===== src/rtl/uart_rx.sv =====
// uart_rx: 8N1 UART receiver, oversampled by CLKS_PER_BIT system clocks per bit.
//
// Parameters:
//   CLKS_PER_BIT   system clocks per serial bit (4..128)
// Ports:
//   i_Clock        system clock, rising edge
//   i_Reset        synchronous active-high reset
//   i_Rx_Serial    asynchronous serial input, idle high
//   o_Rx_DV        one-cycle pulse, o_Rx_Byte holds a newly received byte
//   o_Rx_Byte      last accepted data byte
//   o_Rx_Active    high while a frame is in progress
//   o_Rx_Frame_Err one-cycle pulse when the stop bit is sampled low
//                  (present only when UART_RX_FRAME_ERR_EN is defined)
//
// Build option:
//   UART_RX_FRAME_ERR_EN  enables stop-bit checking and o_Rx_Frame_Err.
module uart_rx #(
  parameter int unsigned CLKS_PER_BIT = 87
) (
  input  logic       i_Clock,
  input  logic       i_Reset,
  input  logic       i_Rx_Serial,
  output logic       o_Rx_DV,
  output logic [7:0] o_Rx_Byte,
  output logic       o_Rx_Active
`ifdef UART_RX_FRAME_ERR_EN
  ,
  output logic       o_Rx_Frame_Err
`endif
);

  localparam int unsigned CNT_W  = 7;
  localparam int unsigned IDX_W  = 3;
  localparam int unsigned BYTE_W = 8;

  localparam logic [CNT_W-1:0] CNT_LAST = CNT_W'(CLKS_PER_BIT - 1);
  localparam logic [CNT_W-1:0] CNT_HALF = CNT_W'((CLKS_PER_BIT - 1) / 2);
  localparam logic [IDX_W-1:0] IDX_LAST = IDX_W'(BYTE_W - 1);

  typedef enum logic [2:0] {
    IDLE    = 3'd0,
    START   = 3'd1,
    DATA    = 3'd2,
    STOP    = 3'd3,
    CLEANUP = 3'd4
  } state_t;

  state_t              state_q, state_d;
  logic [CNT_W-1:0]    cnt_q, cnt_d;
  logic [IDX_W-1:0]    idx_q, idx_d;
  logic [BYTE_W-1:0]   data_q, data_d;
  logic [BYTE_W-1:0]   byte_d;
  logic                dv_d;
  logic                active_d;
`ifdef UART_RX_FRAME_ERR_EN
  logic                ferr_d;
`endif

  logic                rx_meta;
  logic                rx_s;

  // Two-flop synchronizer; resets to the idle (high) line level.
  always_ff @(posedge i_Clock) begin
    if (i_Reset) begin
      rx_meta <= 1'b1;
      rx_s    <= 1'b1;
    end else begin
      rx_meta <= i_Rx_Serial;
      rx_s    <= rx_meta;
    end
  end

  // State and registered outputs.
  always_ff @(posedge i_Clock) begin
    if (i_Reset) begin
      state_q        <= IDLE;
      cnt_q          <= '0;
      idx_q          <= '0;
      data_q         <= '0;
      o_Rx_Byte      <= '0;
      o_Rx_DV        <= 1'b0;
      o_Rx_Active    <= 1'b0;
`ifdef UART_RX_FRAME_ERR_EN
      o_Rx_Frame_Err <= 1'b0;
`endif
    end else begin
      state_q        <= state_d;
      cnt_q          <= cnt_d;
      idx_q          <= idx_d;
      data_q         <= data_d;
      o_Rx_Byte      <= byte_d;
      o_Rx_DV        <= dv_d;
      o_Rx_Active    <= active_d;
`ifdef UART_RX_FRAME_ERR_EN
      o_Rx_Frame_Err <= ferr_d;
`endif
    end
  end

  // Next-state and next-output logic.
  always_comb begin
    state_d  = state_q;
    cnt_d    = cnt_q;
    idx_d    = idx_q;
    data_d   = data_q;
    byte_d   = o_Rx_Byte;
    active_d = o_Rx_Active;
    dv_d     = 1'b0;
`ifdef UART_RX_FRAME_ERR_EN
    ferr_d   = 1'b0;
`endif

    case (state_q)
      IDLE: begin
        cnt_d = '0;
        idx_d = '0;
        if (!rx_s) begin
          state_d  = START;
          active_d = 1'b1;
        end
      end

      // Re-check the line at mid start bit to reject short glitches.
      START: begin
        if (cnt_q == CNT_HALF) begin
          cnt_d = '0;
          if (!rx_s) begin
            state_d = DATA;
          end else begin
            state_d  = IDLE;
            active_d = 1'b0;
          end
        end else begin
          cnt_d = cnt_q + CNT_W'(1);
        end
      end

      // Sample each data bit one full bit period after the previous sample point.
      DATA: begin
        if (cnt_q == CNT_LAST) begin
          cnt_d         = '0;
          data_d[idx_q] = rx_s;
          if (idx_q == IDX_LAST) begin
            idx_d   = '0;
            state_d = STOP;
          end else begin
            idx_d = idx_q + IDX_W'(1);
          end
        end else begin
          cnt_d = cnt_q + CNT_W'(1);
        end
      end

      STOP: begin
        if (cnt_q == CNT_LAST) begin
          cnt_d    = '0;
          active_d = 1'b0;
          state_d  = CLEANUP;
`ifdef UART_RX_FRAME_ERR_EN
          if (rx_s) begin
            dv_d   = 1'b1;
            byte_d = data_q;
          end else begin
            ferr_d = 1'b1;
          end
`else
          dv_d   = 1'b1;
          byte_d = data_q;
`endif
        end else begin
          cnt_d = cnt_q + CNT_W'(1);
        end
      end

      CLEANUP: begin
        cnt_d   = '0;
        state_d = IDLE;
      end

      default: begin
        cnt_d    = '0;
        idx_d    = '0;
        active_d = 1'b0;
        state_d  = IDLE;
      end
    endcase
  end

endmodule


===== config.mk =====
export PLATFORM = sky130hd
export DESIGN_NAME = uart_rx
export DESIGN_NICKNAME = d
export VERILOG_FILES = /design/src/rtl/uart_rx.sv
export SDC_FILE = /design/constraint.sdc
export NUM_CORES = 1
export LEC_CHECK = 0
export ABC_AREA = 0
export ABC_CLOCK_PERIOD_IN_PS = 1950
export CORE_ASPECT_RATIO = 2
export CORE_MARGIN = 3
export CORE_UTILIZATION = 50
export CTS_CLUSTER_SIZE = 16
export DETAILED_ROUTE_END_ITERATION = 6
export GPL_TIMING_DRIVEN = 0
export PLACE_DENSITY = 0.76
export SLEW_MARGIN = 30
export SYNTH_ARGS = -nofsm -noshare
export SYNTH_HDL_FRONTEND = slang
export SYNTH_SLANG_ARGS = --single-unit
export TNS_END_PERCENT = 1

===== constraint.sdc =====
create_clock -name i_Clock -period 1.95 [get_ports i_Clock]
set_input_delay 0.2925 -clock i_Clock [delete_from_list [all_inputs] [get_ports i_Clock]]
set_output_delay 0.2925 -clock i_Clock [all_outputs]
set_load 0.05 [all_outputs]

After elaboration in Yosys (flattened, before gate mapping)
Cells that the tools add are included.
{"block": "word_totals", "regBits": 33, "in_bits": 3, "out_inout_bits": 10, "elab_cells": 62}
{"block": "op_classes", "addsub": 2, "magnitude_cmp": 2, "n_eq_ne": 13, "mux": 22, "bitwise": 3, "reduce_logical": 11}
{"operator": "3-bit 2-to-1 mux", "n": 7}
{"operator": "7-bit 2-to-1 mux", "n": 2}
{"operator": "7-bit one-hot mux with 2 select lines", "n": 1}
{"operator": "2-bit != test, second input constant", "n": 6}
{"operator": "3-bit one-hot mux with 4 select lines", "n": 1}
{"operator": "5-bit AND reduction", "n": 2}
{"operator": "8-bit bitwise mux", "n": 1}
{"operator": "7-bit by 1-bit adder with 7-bit output, second input constant", "n": 1}
{"operator": "7-bit by 6-bit == test with 1-bit output, second input constant", "n": 1}
{"operator": "7-bit == test, second input constant", "n": 1}
{"operator": "3-bit by 2-bit == test with 1-bit output, second input constant", "n": 2}
{"operator": "3-bit == test, second input constant", "n": 2}
{"operator": "1-bit 2-to-1 mux", "n": 6}
{"operator": "3-bit one-hot mux with 2 select lines", "n": 1}
{"operator": "2-bit AND reduction", "n": 3}
{"operator": "2-bit OR reduction", "n": 3}
{"operator": "3-bit by 4-bit less-than comparator with 1-bit output, second input constant", "n": 1}
{"operator": "1-bit one-hot mux with 4 select lines", "n": 1}
{"operator": "3-bit by 1-bit adder with 3-bit output, second input constant", "n": 1}
{"operator": "1-bit demux with 3-bit select", "n": 1}
{"operator": "3-bit by 1-bit == test with 1-bit output, second input constant", "n": 1}
{"operator": "3-bit by 1-bit >= comparator with 1-bit output, second input constant", "n": 1}
{"operator": "3-bit zero test", "n": 1}
{"operator": "1-bit NOT", "n": 3}
{"operator": "3 further kinds", "n": 3}

Longest topological paths before layout
Gate-level depths: netlist of run 1.
{"block": "depth", "ltp_word": 5, "ltp_mapped": 7, "mapped_depth_nobuf": 6}

Least setup slack after synthesis of run 1
No wires, ideal clock.
{"block": "synth_timing", "path_kind": "register to register", "start": "register cnt_q[0]", "end": "register o_Rx_Byte[2]", "arrival_ns": 1.342, "path_slack_ns": 0.481, "path_stages_with_launch": 8, "n_path_buf": 1, "period_less_slack_ns": 1.469, "cell_sequence": "dfxtp_1 > inv_1 > ha_1 > nand4bb_4 > nor4b_2 > buf_4 > mux2i_1 > nor2_1"}
{"block": "synth_via", "elab_chain_len": 2}
{"item": "start: declaration", "line": "49", "rtl": "logic [CNT_W-1:0] cnt_q, cnt_d;"}
{"item": "start signal: assignment", "line": "88", "rtl": "cnt_q <= cnt_d;"}
{"item": "7-bit == test", "line": "155", "rtl": "if (cnt_q == CNT_LAST) begin"}
{"item": "2-bit AND reduction (no line)"}
{"item": "end signal: assignment", "line": "91", "rtl": "o_Rx_Byte <= byte_d;"}
{"item": "end: declaration", "line": "24", "rtl": "output logic [7:0] o_Rx_Byte,"}
No other way between the ends.
A chain may end at the register's enable or synchronous reset.

Worst setup path after layout of run 1
{"block": "layout_timing", "start": "register cnt_q[0]", "end": "register cnt_q[4]"}
{"block": "layout_via", "elab_chain_len": 3}
{"item": "7-bit by 1-bit adder with 7-bit output (tied with other cells)", "line": "134, 150, 171"}
{"item": "7-bit 2-to-1 mux (on tied branches)", "line": "140, 155, 125"}
{"item": "7-bit one-hot mux with 2 select lines *", "line": "113", "rtl": "case (state_q)"}
Every way passes the cells marked *; elsewhere a longest branch is shown, timed or not.

==> flow_summary.yaml, run 1 <==
layout:
  final_util_pct: 61.1
  multi_input_area_um2: 855
  drive_above_1_share_pct: 17.9
  areaGrowthSynthToFinish_pct: 15.9
  diodes: 0
  regArea_um2: 661
  fill_cells: 244
  final_nets: 185
placed_design:
  gp_congestion: 0.884
  post-dp-hpwl_mm: 2.48
  port_buffers: 11
synthesis:
  yosysMostFrequentCell: "dfxtp_1"
  synth_top_area_share_pct: 42.1
  synthTopCellsByCount: "dfxtp_1, nor2_1, mux2i_1, nor3_2"
  async_flop_share_pct: 0
  synth_area_um2: 1570
  synthTopCellsByArea: "dfxtp_1, mux2i_1, nor2_1"
  postSynthCellCount: 160
  synth_edf_count: 0
  ys_ff_latch: 33
  avgSynthCellArea_um2: 9.81
  yosys.area.top_type: "dfxtp_1"
  yosysSeqAreaShare_pct: 42.1
  syn_nets: 167
  ys_warn_count: 0
  synth_cell_types: 43
  synthFlopType: "dfxtp_1"
cts:
  cts-resized-gates: 0
  numCtsBuffers: 5
  clkTransAtPathRegs_ps: 70
  cts_sinks: 33
  clk_latency_ps: 290
  cts_setup_buffers: 0
  cts_max_path_buffers: 2
  clockRootBuffer: "clkbuf_8"
  hold_buffers: 0
  cts_tree: "done"
  h-tree-depth: 2
timing:
  period_share_pct: 91.1
  final_hold_viol_count: 0
  max_freq_ghz: 0.563
  setup_viol: 0
  post-route-min-period_ps: 1780
  skew_ps: 11.4
  worst_slew_pin_slew_ps: 689
  max_slew_margin_pct: 53.6
  rsz0062_at_grt: "false"
  setup_tns_ps: 0
  report.final.slew_viol_count: 0
drt:
  drc_errors: 0
  viasPerCell: 5.92
  drt_pass1_iterations: 4
  dr_total_vias: 1238
  wl_per_cell_um: 16.3
  routed_wl_mm: 3.41
  drtAntennaViolNets: 0
  drt_iter0_drc: 31
pwr:
  power_density_nw_per_um2: 728
  switching_power_uw: 299
  power_frac_clock_pct: 42.8
  irDropWorstVdd_v: 0.000585
  p_leak_uw: 0.000635
  power_frac_comb_pct: 5.1
  intPower_uw: 1030
  p_seq_share_pct: 52.0
  p_total_uw: 1320
  switching_share_pct: 22.5
setup_path:
  cpPeakStageDelay_ps: 540
  path_depth: 5
  r2r_slack_ps: 170
  crit_path_cell_trace: "ha_1, nand3_1, nor4_1, o32a_2, nor2_1"
  cpMaxStageDelayCell: "nor4_1"
  arrival_ps: 1950
  cpLargestDelayFamily: "simple AND/OR/NAND/NOR gates"
  reg2reg_from: "cnt_q[0]$_SDFF_PP0_"
  r2r_cells: 5
  worst_ep_required_time_ps: 2120
  worstSetupStartpointType: "flip-flop"
  timing.rr.end: "cnt_q[4]$_SDFF_PP0_"
  path_max_fanout: 7
  path_buf_inv: 0
  criticalPathCategory: "flip-flop to flip-flop"
  crit_path_end_kind: "flip-flop"
job:
  cap_violations: 0
global_route:
  grt_pass1_vias: 1339
  grt_usage_pct: 20.7
  grt_max_degree: 11
  grt_pass1_wl_mm: 5.96
  antenna_found_initial: 0
  grt.overflow.total: 0
floorplanning:
  die_area_um2: 3890
  core_area_um2: 2980
  initial_core_util_pct: 52.7
  ios: 13
  num_rows: 28
  fp.dieH_um: 85.3
  die_w_um: 45.6
hold_path:
  hold_path_class: "flip-flop to flip-flop"
  min_to: "rx_s$_SDFF_PP1_"
  hold_path_depth: 1
  hold_start: "rx_meta$_SDFF_PP1_"
run_status:
  status: "complete, no violations"
## per-layer routing
layer  vias to the layer above  routed length [um]  global-route usage, %
li1                        613                   -                      -
met1                       578                1270                   22.0
met2                        38                1890                   34.4
met3                         9                 132                   4.46
met4                         0                 110                   13.3
met5                         -                   0                      0
## worst max path at each step
stage                        startpoint                   endpoint
2_1_floorplan       cnt_q[0]$_SDFF_PP0_  o_Rx_Byte[2]$_SDFFE_PP0P_
3_3_place_gp        cnt_q[0]$_SDFF_PP0_        cnt_q[2]$_SDFF_PP0_
3_5_place_dp        cnt_q[0]$_SDFF_PP0_        cnt_q[2]$_SDFF_PP0_
4_1_cts        o_Rx_Active$_SDFFE_PP0P_                o_Rx_Active
5_1_grt             cnt_q[0]$_SDFF_PP0_        cnt_q[5]$_SDFF_PP0_
6_report            cnt_q[0]$_SDFF_PP0_        cnt_q[4]$_SDFF_PP0_
## flip-flops by register name (all words and copies together) (netlist names)
register and cells:
idx_q 3, o_Rx_Active 1, o_Rx_DV 1, o_Rx_Byte 8, data_q 8, cnt_q 7, rx_meta 1, state_q 3
rx_s 1
## area by class of cell
class	count	area share (%)
Buffer	9	2.41
Clock buffer	7	5.30
Clock inverter	1	0.275
Inverter	3	0.619
Multi-Input combinational cell	115	47.0
Sequential cell	33	36.3
Tap cell	30	2.06
Timing Repair Buffer	11	6.05
## logic make-up after synthesis
logic type	after synthesis	synth area share, %
simple gates	71	29.7
flops	33	42.1
compound gates	19	8.53
mux	16	10.2
buf+inv	12	3.51
xor+xnor	5	2.79
fa+ha+maj	4	3.19
## stage by stage
stage	instances	hold WS, ps	instance area [um^2]	setup slack (ps)
2_1_floorplan	160	389	1570	481
3_3_place_gp	201	395	1720	309
3_5_place_dp	201	402	1720	255
4_1_cts	209	420	1820	179
5_1_grt	209	439	1820	20.1
6_report	209	417	1820	174
## cells in the final DEF, fill, tap and decap left out, types with 5 or more instances in the layout
master / count
clkbuf_8: 7
clkdlybuf4s50_1: 11
nand3_1: 5
mux2i_1: 16
dfxtp_1: 33
nor2_1: 30
clkbuf_1: 5
nor3_2: 8
## power by group through the flow
stage	clock, uW	combinational [uW]	sequential (uW)
2_1_floorplan	0	36.5	715
3_3_place_gp	0	66.1	704
3_5_place_dp	0	68.0	704
4_1_cts	575	68.3	689
5_1_grt	606	74.3	689
6_report	567	68.2	689
No activity file was read; power rests on OpenSTA's default activity.
==> run 2: changes to the inputs <==
CORE_UTILIZATION = 56   (was 50)
PLACE_DENSITY = 0.83   (was 0.76)
==> run 2 against run 1 <==
  * Final cell count is 1.9% lower
  * Combinational power up 0.9%
  * Maximum frequency increased by 1.1%
  * Clock power shrank 19%
  * Worst setup slack better by 19 ps
  * Die area is 9.7% lower
  * Sequential cell count is the same
  * Critical endpoint is now o_Rx_Active
  * Clock skew down 3.3 ps
==> flow_summary.yaml, run 2 (same netlist as run 1, synthesis figures left out) <==
floorplanning:
  num_rows: 26
  ios: 13
  core_area_um2: 2600
  initial_core_util_pct: 60.3
  die_w_um: 43.4
  die_area_um2: 3510
  fp.dieH_um: 80.9
placed_design:
  gp_congestion: 0.879
  place_ws_ps: 282
  port_buffers: 11
  post-dp-hpwl_mm: 2.50
pwr:
  power_density_nw_per_um2: 681
  switching_share_pct: 22.7
  intPower_uw: 942
  irDropWorstVdd_v: 0.000530
  p_seq_share_pct: 56.6
  power_frac_clock_pct: 37.7
  p_leak_uw: 0.000620
  switching_power_uw: 276
  power_frac_comb_pct: 5.6
drt:
  drt_iter0_drc: 28
  wl_per_cell_um: 17.0
  drtAntennaViolNets: 0
  drc_errors: 0
  viasPerCell: 6.16
  dr_total_vias: 1263
  routed_wl_mm: 3.48
  drt_pass1_iterations: 4
timing:
  setup_tns_ps: 0
  report.final.slew_viol_count: 0
  period_share_pct: 90.1
  rsz0062_at_grt: "false"
  max_freq_ghz: 0.569
  worst_slew_pin_slew_ps: 599
  post-route-min-period_ps: 1760
  final_hold_viol_count: 0
  skew_ps: 8.05
  setup_viol: 0
  max_slew_margin_pct: 59.7
  finalWorstSetupSlack_ps: 193
global_route:
  grt_max_degree: 11
  grt_pass1_wl_mm: 5.97
  grt_usage_pct: 22.7
  grt_pass1_vias: 1316
  antenna_found_initial: 0
  grt.overflow.total: 0
cts:
  clk_latency_ps: 290
  cts_tree: "done"
  numCtsBuffers: 5
  clockRootBuffer: "clkbuf_8"
  cts-resized-gates: 0
  cts_sinks: 33
  h-tree-depth: 2
  cts_setup_buffers: 0
  hold_buffers: 0
  clkTransAtPathRegs_ps: 70
  cts_max_path_buffers: 2
setup_path:
  worstSetupStartpointType: "flip-flop"
  reg2reg_from: "cnt_q[0]$_SDFF_PP0_"
  arrival_ps: 1460
  r2r_slack_ps: 260
  cpPeakStageDelay_ps: 820
  path_buf_inv: 1
  cp-startpoint: "o_Rx_Active$_SDFFE_PP0P_"
  criticalPathCategory: "flip-flop to output pin"
  worst_ep_required_time_ps: 1660
  cpMaxStageDelayCell: "clkdlybuf4s50_1"
  cpLargestDelayFamily: "buffers and inverters"
  path_max_fanout: 4
  crit_path_cell_trace: "clkdlybuf4s50_1"
  timing.rr.end: "data_q[4]$_SDFFE_PP0P_"
  r2r_cells: 7
  crit_path_end_kind: "output pin"
layout:
  fill_cells: 221
  top_regs: "data_q (8), o_Rx_Byte (8), cnt_q (7)"
  final_cell_mix: "dfxtp_1, nor2_1, mux2i_1"
  final_nets: 185
  areaGrowthSynthToFinish_pct: 13.9
  diodes: 0
  drive_above_1_share_pct: 16.9
  layout_commonest_cell: "dfxtp_1"
hold_path:
  hold_path_class: "flip-flop to flip-flop"
  hold_start: "rx_meta$_SDFF_PP1_"
  hold_path_depth: 1
  min_to: "rx_s$_SDFF_PP1_"
job:
  cap_violations: 0
run_status:
  status: "complete, no violations"
run 2: changes by cell type in the layout (fill, tap and decap cells not counted):
cell / before / now
clkbuf_8: 7 / 5
run 2: per-stage QoR:
step	instance area (um^2)	hold slack [ps]	util (%)	std cells	total power, uW
5_1_grt	1790	428	68.8	205	1260
4_1_cts	1790	420	68.8	205	1230
6_report	1790	415	68.8	205	1220
3_3_place_gp	1720	397	65.9	199	769
3_5_place_dp	1720	402	65.9	199	773
2_1_floorplan	1570	389	-	160	751
run 2: how the worst max path moves through the flow:
stage,endpoint,slack [ps],cells past startpoint
finish,o_Rx_Active,190,1
global route,cnt_q[3]$_SDFF_PP0_,90,5
CTS,o_Rx_Active,180,1
detailed placement,data_q[4]$_SDFFE_PP0P_,280,7
global placement,cnt_q[4]$_SDFF_PP0_,340,5
floorplan,o_Rx_Byte[2]$_SDFFE_PP0P_,480,7
run 2: area by class of cell:
cell class	instances	area, um^2	area share [%]
buffer	9	43.8	2.45
clock inverter	1	5.00	0.280
timing repair buffer	11	110	6.15
clock buffer	5	68.8	3.85
sequential	33	661	36.9
inverter	3	11.3	0.629
tap	28	35.0	1.96
multi-input combinational	115	855	47.8
run 2: per-layer routing:
metal / wire length (um) / GRT usage, % / share of wire, % / vias to the layer above
met5: 0 / 0 / 0 / -
met3: 99 / 5.10 / 2.8 / 10
li1: - / - / - / 610
met2: 1960 / 40.7 / 56 / 25
met4: 129 / 14.2 / 3.7 / 0
met1: 1300 / 22.9 / 37 / 618
run 2: power groups by stage:
stage	registers, uW	logic [uW]	clock network (uW)
after floorplan	715	36.5	0
after global placement	704	65.5	0
after detailed placement	704	68.2	0
after CTS	689	68.5	471
after global routing	690	75.0	495
final	689	68.8	460
==> run 3: changes to the inputs <==
CORE_UTILIZATION = 40   (was 56)
PLACE_DENSITY = 0.65   (was 0.83)
SETUP_SLACK_MARGIN = 0.2   (was default)
==> run 3 against run 2 <==
  * Core utilization fell by 18 points
  * Sequential cell count stayed put
  * Critical path depth unchanged
  * Non-clock buffer count stayed put
  * Via count is 2.9% lower
==> flow_summary.yaml, run 3 (same netlist as run 1, synthesis figures left out) <==
drt:
  dr_total_vias: 1227
  drc_errors: 0
  wl_per_cell_um: 14.5
  viasPerCell: 5.38
  drt_iter0_drc: 17
  drt_pass1_iterations: 4
  drtAntennaViolNets: 0
  routed_wl_mm: 3.30
pwr:
  irDropWorstVdd_v: 0.000604
  p_leak_uw: 0.000642
  p_total_uw: 1410
  power_density_nw_per_um2: 758
setup_path:
  crit_path_cell_trace: "clkdlybuf4s50_1"
  cpLargestDelayFamily: "buffers and inverters"
  cpPeakStageDelay_ps: 810
  arrival_ps: 1430
  worst_ep_required_time_ps: 1660
  crit_path_end_kind: "output pin"
  r2r_slack_ps: 290
  path_max_fanout: 2
  criticalPathCategory: "flip-flop to output pin"
  worstSetupStartpointType: "flip-flop"
  path_buf_inv: 1
  cpMaxStageDelayCell: "clkdlybuf4s50_1"
placed_design:
  port_buffers: 11
  gp_congestion: 0.902
  post-dp-hpwl_mm: 2.46
  placed_cell_area_um2: 1740
  place_ws_ps: 262
layout:
  top_regs: "data_q (8), o_Rx_Byte (8), cnt_q (7)"
  final_nets: 185
  final_cell_mix: "dfxtp_1, nor2_1, mux2i_1"
  drive_above_1_share_pct: 17.9
  diodes: 0
  finish.instance_area_um2: 1860
  areaGrowthSynthToFinish_pct: 18.6
  layout_commonest_cell: "dfxtp_1"
floorplanning:
  core_area_um2: 3680
  die_area_um2: 4760
  initial_core_util_pct: 42.6
  num_rows: 31
  ios: 13
  die_w_um: 50.3
  fp.dieH_um: 94.6
cts:
  clkTransAtPathRegs_ps: 70
  h-tree-depth: 2
  cts_max_path_buffers: 2
  clockRootBuffer: "clkbuf_8"
  numCtsBuffers: 5
  cts_setup_buffers: 0
  cts_sinks: 33
  clk_latency_ps: 280
  cts_tree: "done"
global_route:
  grt_pass1_wl_mm: 5.62
  antenna_found_initial: 0
  grt_pass1_vias: 1245
  grt_usage_pct: 15.6
  grt_max_degree: 11
  grt.overflow.total: 0
timing:
  final_hold_viol_count: 0
  setup_tns_ps: 0
  max_slew_margin_pct: 65.3
  period_share_pct: 88.2
  setup_viol: 0
  report.final.slew_viol_count: 0
  max_freq_ghz: 0.581
  whs_ps: 424
  rsz0062_at_grt: "true"
  worst_slew_pin_slew_ps: 520
  skew_ps: 5.39
  finalWorstSetupSlack_ps: 230
  post-route-min-period_ps: 1720
hold_path:
  hold_path_class: "flip-flop to flip-flop"
run_status:
  status: "complete, no violations"
job:
  cap_violations: 0
-- run 3: per-layer routing --
| layer | GRT usage (%) | vias to the layer above | share of wire [%] |
|---|---|---|---|
| met2 | 27.3 | 28 | 54 |
| li1 | - | 612 | - |
| met3 | 3.63 | 6 | 3.8 |
| met4 | 9.89 | 0 | 2.3 |
| met1 | 16.4 | 581 | 40 |
| met5 | 0 | - | 0 |
-- run 3: report_power, final --
| part | switching [uW] | internal [uW] |
|---|---|---|
| sequential | 7.61 | 682 |
| combinational | 42.0 | 23.2 |
| clock | 241 | 416 |
-- run 3: final timing paths --
check / start / to / cells past startpoint
worst max-delay path: o_Rx_Byte[2]$_SDFFE_PP0P_ / o_Rx_Byte[2] / 1
worst min-delay path: rx_meta$_SDFF_PP1_ / rx_s$_SDFF_PP1_ / 1
worst max register to register: state_q[1]$_SDFFE_PP0P_ / data_q[2]$_SDFFE_PP0P_ / 5
worst min register to register: rx_meta$_SDFF_PP1_ / rx_s$_SDFF_PP1_ / 1
-- run 3: timing repair --
item	4_1_cts	5_1_grt
pin swaps	0	0
gates resized for setup	1	1
endpoints found under the setup margin	1	30
hold buffers	0	0
-- run 3: through the flow --
step                      util, %  std cells
after CTS                    50.4        228
after global placement       47.3        220
after detailed placement     47.3        220
final                        50.6        228
after global routing         50.6        228
after floorplan                 -        160
-- run 3: layout make-up --
cell class / count / area, um^2
Sequential cell: 33 / 661
Multi-Input combinational cell: 115 / 861
Buffer: 9 / 43.8
Tap cell: 49 / 61.3
Fill cell: 357 / 1820
Inverter: 3 / 11.3
Clock inverter: 1 / 30.0
Clock buffer: 7 / 86.3
Timing Repair Buffer: 11 / 109
